### src/rtl/serial_subtractor.sv
// Bit-serial two's-complement subtractor: D = A - B - Bin, one bit per clock, LSB first.
// Define SERIAL_SUB_ADD_EN to add an add_sel port that switches the same cell to A + B + Bin.
module serial_subtractor #(
    parameter int WIDTH = 16
) (
    input  logic             clk,
    input  logic             rst_n,
    input  logic             start,
    input  logic [WIDTH-1:0] A,
    input  logic [WIDTH-1:0] B,
    input  logic             Bin,
`ifdef SERIAL_SUB_ADD_EN
    input  logic             add_sel,
`endif
    output logic [WIDTH-1:0] D,
    output logic             Bout,
    output logic             V,
    output logic             Z,
    output logic             N,
    output logic             busy,
    output logic             done
);

    localparam int CW = $clog2(WIDTH);

    typedef enum logic [1:0] {
        IDLE,
        SHIFT,
        DONE
    } state_t;

    state_t r_state;
    state_t w_next;

    logic [WIDTH-1:0] r_aReg;
    logic [WIDTH-1:0] r_bReg;
    logic [WIDTH-1:0] r_res;
    logic [CW-1:0]    r_cnt;
    logic             r_cy;
    logic             r_aMsb;
    logic             r_bMsb;

    logic             w_isAdd;
    logic             w_accept;
    logic             w_last;
    logic             w_bEff;
    logic             w_cIn;
    logic             w_cOut;
    logic             w_bit;
    logic             w_cyNext;
    logic             w_v;
    logic [WIDTH-1:0] w_dFinal;

`ifdef SERIAL_SUB_ADD_EN
    logic r_add;

    always_ff @(posedge clk or negedge rst_n) begin
        if (!rst_n) begin
            r_add <= 1'b0;
        end else if (w_accept) begin
            r_add <= add_sel;
        end
    end

    assign w_isAdd = r_add;
`else
    assign w_isAdd = 1'b0;
`endif

    // In subtract mode the flop holds borrow, so both b and the flop are inverted around the cell.
    assign w_bEff   = r_bReg[0] ^ ~w_isAdd;
    assign w_cIn    = r_cy ^ ~w_isAdd;
    assign w_bit    = r_aReg[0] ^ w_bEff ^ w_cIn;
    assign w_cOut   = (r_aReg[0] & w_bEff) | (r_aReg[0] & w_cIn) | (w_bEff & w_cIn);
    assign w_cyNext = w_cOut ^ ~w_isAdd;
    assign w_dFinal = {w_bit, r_res[WIDTH-1:1]};
    assign w_v      = (r_aMsb ^ r_bMsb ^ w_isAdd) & (w_bit ^ r_aMsb);

    assign w_accept = start && (r_state != SHIFT);
    assign w_last   = (r_state == SHIFT) && (r_cnt == CW'(WIDTH - 1));

    always_ff @(posedge clk or negedge rst_n) begin
        if (!rst_n) begin
            r_state <= IDLE;
        end else begin
            r_state <= w_next;
        end
    end

    always_comb begin
        w_next = r_state;
        case (r_state)
            IDLE:    if (start) w_next = SHIFT;
            SHIFT:   if (w_last) w_next = DONE;
            DONE:    w_next = start ? SHIFT : IDLE;
            default: w_next = IDLE;
        endcase
    end

    always_ff @(posedge clk or negedge rst_n) begin
        if (!rst_n) begin
            r_aReg <= '0;
            r_bReg <= '0;
            r_res  <= '0;
            r_cnt  <= '0;
            r_cy   <= 1'b0;
            r_aMsb <= 1'b0;
            r_bMsb <= 1'b0;
        end else if (w_accept) begin
            r_aReg <= A;
            r_bReg <= B;
            r_cy   <= Bin;
            r_cnt  <= '0;
            r_aMsb <= A[WIDTH-1];
            r_bMsb <= B[WIDTH-1];
        end else if (r_state == SHIFT) begin
            r_aReg <= r_aReg >> 1;
            r_bReg <= r_bReg >> 1;
            r_res  <= w_dFinal;
            r_cy   <= w_cyNext;
            r_cnt  <= r_cnt + CW'(1);
        end
    end

    // Results are committed on the final shift edge so they are already valid in the DONE cycle.
    always_ff @(posedge clk or negedge rst_n) begin
        if (!rst_n) begin
            D    <= '0;
            Bout <= 1'b0;
            V    <= 1'b0;
            Z    <= 1'b0;
            N    <= 1'b0;
        end else if (w_last) begin
            D    <= w_dFinal;
            Bout <= w_cyNext;
            V    <= w_v;
            Z    <= ~|w_dFinal;
            N    <= w_bit;
        end
    end

    assign busy = (r_state == SHIFT);
    assign done = (r_state == DONE);

endmodule

### config.mk
export PLATFORM = sky130hd
export DESIGN_NAME = serial_subtractor
export DESIGN_NICKNAME = d
export VERILOG_FILES = /design/src/rtl/serial_subtractor.sv
export SDC_FILE = /design/constraint.sdc
export NUM_CORES = 1
export LEC_CHECK = 0
export ABC_AREA = 1
export CORE_ASPECT_RATIO = 0.5
export CORE_MARGIN = 4
export CORE_UTILIZATION = 54
export CTS_BUF_LIST = sky130_fd_sc_hd__clkbuf_8
export DETAILED_ROUTE_END_ITERATION = 7
export MAX_ROUTING_LAYER = met4
export PLACE_DENSITY = 0.9
export SYNTH_ARGS = -nofsm -noshare
export SYNTH_HDL_FRONTEND = slang
export SYNTH_SLANG_ARGS = --single-unit
### constraint.sdc
create_clock -name clk -period 1.9 [get_ports clk]
set_clock_uncertainty 0.15 [all_clocks]
set_input_delay 0.38 -clock clk [delete_from_list [all_inputs] [get_ports clk]]
set_output_delay 0.38 -clock clk [all_outputs]
set_load 0.02 [all_outputs]
==> impl_metrics.tcl <==
set metrics [dict create \
    fin_area_mm2 0.004086 \
    rsz0062_at_grt "false" \
    nets 458 \
    nFillCells 421 \
    power_density_mw_per_mm2 1524 \
    power_leakage_nw 1.995 \
    place_inst 481 \
    worstPathRequired_ns 1.37 \
    slew_headroom_pct 74.92 \
    cp.arrival_ns 1.31 \
    netlist-cell-type-count 24 \
    numCtsBuffers 9 \
    coreArea_mm2 0.005658 \
    critPathMaxStageDelay_ns 0.60 \
    post_dp_cell_area_mm2 0.003877 \
    drive_gt1_share_pct 11.56 \
    syn2layout_area_growth_pct 25.81 \
    path_cells "clkdlybuf4s50_1" \
    drv_slew 0 \
    die_w_um 117.7 \
    initial_core_util_pct 57.41 \
    drc_errors 0 \
    cp_max_fo 2 \
    grt_pass1_vias 2380 \
    hold_viol 0 \
    cts_tree "done" \
    antennaDiodeCount 0 \
    grt_max_degree 47 \
    via_per_inst 4.901 \
    ys_seq_area_share_pct 57.78 \
    setup_violations 0 \
    syn_inst 360 \
    grt_use_total_pct 19.17 \
    worstHoldPathType "reg2reg" \
    clk_latency_ns 0.34 \
    avgSynthCellArea_um2 9.023 \
    cap_violations 0 \
    drtPass1Iterations 5 \
    avgRoutedWirePerCell_um 12.76 \
    cts-root-buf "clkbuf_8" \
    crit_path_top_delay_cell "clkdlybuf4s50_1" \
    vias 2436 \
    syn_area_mm2 0.003248 \
    critical_path_class "reg2out" \
    hold_ws_ns 0.3327 \
    layout_common_cells "146 x nand2_1, 74 x dfrtp_1, 49 x clkdlybuf4s50_1" \
    die_area_mm2 0.007395 \
    cpLargestDelayFamily "buffers and inverters" \
    fin_setup_tns_ns 0 \
    clk_path_buf_depth 2 \
    ys_warn_count 0 \
    synth_nets 398 \
    routed_wl_um 6344 \
    period_share_pct 96.83 \
    numPortBuffers 57 \
    status "complete, no violations" \
    antenna_found_initial 0 \
    fp.dieH_um 62.84 \
    final_common_cell "nand2_1" \
    htreeDepth 3 \
    ir_drop_mv 0.7125 \
    gp_congestion 0.7640 \
    cts.sinks 75 \
    worstSetupEndpointType "primary output" \
    finalPower_w 0.006228 \
    worstSetupStartpointType "register" \
    placementRows 19 \
    synth_seq_cells 75 \
    tightestPinTransition_ns 0.3762 \
    max_freq_ghz 0.5436 \
    place_hpwl_um 4358 \
    min_period_ns 1.840 \
    ioPinCount 58 \
    ant_nets 0 \
    grt-ovfl-total 0 \
    drtIter0Drc 193 \
    finalNonFillerCells 497 \
    clkTransAtPathRegs_ns 0.08 \
    grt_pass1_wl_um 11100 \
    crit_buf_inv 1 \
]
-- per-stage QoR --
step	worst slack [ns]	utilization (%)
4_1_cts	0.0003384	72.05
5_1_grt	0.0005517	72.22
3_5_place_dp	0.1210	68.53
3_3_place_gp	0.1620	68.53
6_report	0.06029	72.22
2_1_floorplan	0.3681	-
-- synthesized netlist by cell type --
cell      number  area share [%]
a21oi_1        4            0.62
buf_2          9             1.4
buf_4          1            0.23
buf_6          6             2.1
clkinv_2       1            0.15
dfrtp_1       75              58
fa_1           1            0.62
ha_1           1            0.39
inv_1         22             2.5
inv_2          2            0.23
inv_4          1            0.19
nand2_1      146              17
nand2_2        2            0.39
nand2_4        2            0.69
nand3_1       32             4.9
nor2_1        16             1.8
nor2_4         1            0.35
nor2_8         2             1.2
o211ai_1       2            0.46
o211ai_2       1            0.39
o21ai_0       17             2.6
o21ai_1        2            0.31
o21ai_2       13             3.5
o22ai_1        1            0.19
-- path summary, 6_finish.rpt --
check	startpoint	to	slack, ns	cells past startpoint
worst max-delay path	D[9]	D[9]	0.06	1
worst min-delay path	D[2]	D[2]	0.33	2
worst max register to register	r_aReg[0]	Z	0.19	8
worst min register to register	D[2]	D[2]	0.33	2
max in group asynchronous	rst_n	r_state[1]	0.70	3
min in group asynchronous	rst_n	r_aReg[10]	0.34	2
-- sequential cells by signal, indices dropped and copies added (netlist names) --
| signal | count |
|---|---|
| r_cnt | 4 |
| r_res | 15 |
| V | 1 |
| r_state | 2 |
| Z | 1 |
| r_cy | 1 |
| r_bMsb | 1 |
| r_bReg | 16 |
| Bout | 1 |
| D | 16 |
| r_aReg | 16 |
| r_aMsb | 1 |
-- metal layers --
layer | global-route usage, % | wire length (um) | vias to the layer above | part of all wire (%)
met3 | 5.606 | 291 | 8 | 4.6
met2 | 31.17 | 3114 | 50 | 49
met5 | - | 0 | - | 0
met1 | 23.75 | 2887 | 1129 | 46
li1 | - | - | 1249 | -
met4 | 5.255 | 51 | 0 | 0.80
-- cell families (layout without fill, tap and decap cells) --
logic type	after synthesis	in the layout	share of synthesized area, %
AND/OR/NAND/NOR	201	201	26.31
flip-flops	75	75	57.78
buffers and inverters	42	106	6.818
AO/OA/AOI/OAI	40	40	8.089
adder cells (fa/ha/maj)	2	2	1.002
-- what timing repair did --
action / CTS / global route
endpoints found under the hold margin: 29 / 0
gates cloned: 0 / 0
buffers inserted: 0 / 0
setup endpoints to repair: 4 / 4
hold buffers: 1 / 0
gates resized for setup: 4 / 4
-- cell type report --
type | instances | area (um^2) | area share (%)
Sequential cell | 75 | 1878 | 45.96
Multi-Input combinational cell | 243 | 1150 | 28.14
Timing Repair Buffer | 65 | 674.4 | 16.50
Clock buffer | 9 | 123.9 | 3.031
Inverter | 26 | 101.3 | 2.480
Tap cell | 73 | 91.34 | 2.235
Clock inverter | 6 | 67.56 | 1.653
-- power by group --
| group | switching (W) | internal, W |
|---|---|---|
| registers | 0.000420 | 0.00226 |
| clock network | 0.000593 | 0.000601 |
| logic | 0.00136 | 0.000989 |
Note: power is estimated with default switching activity, not from simulation.
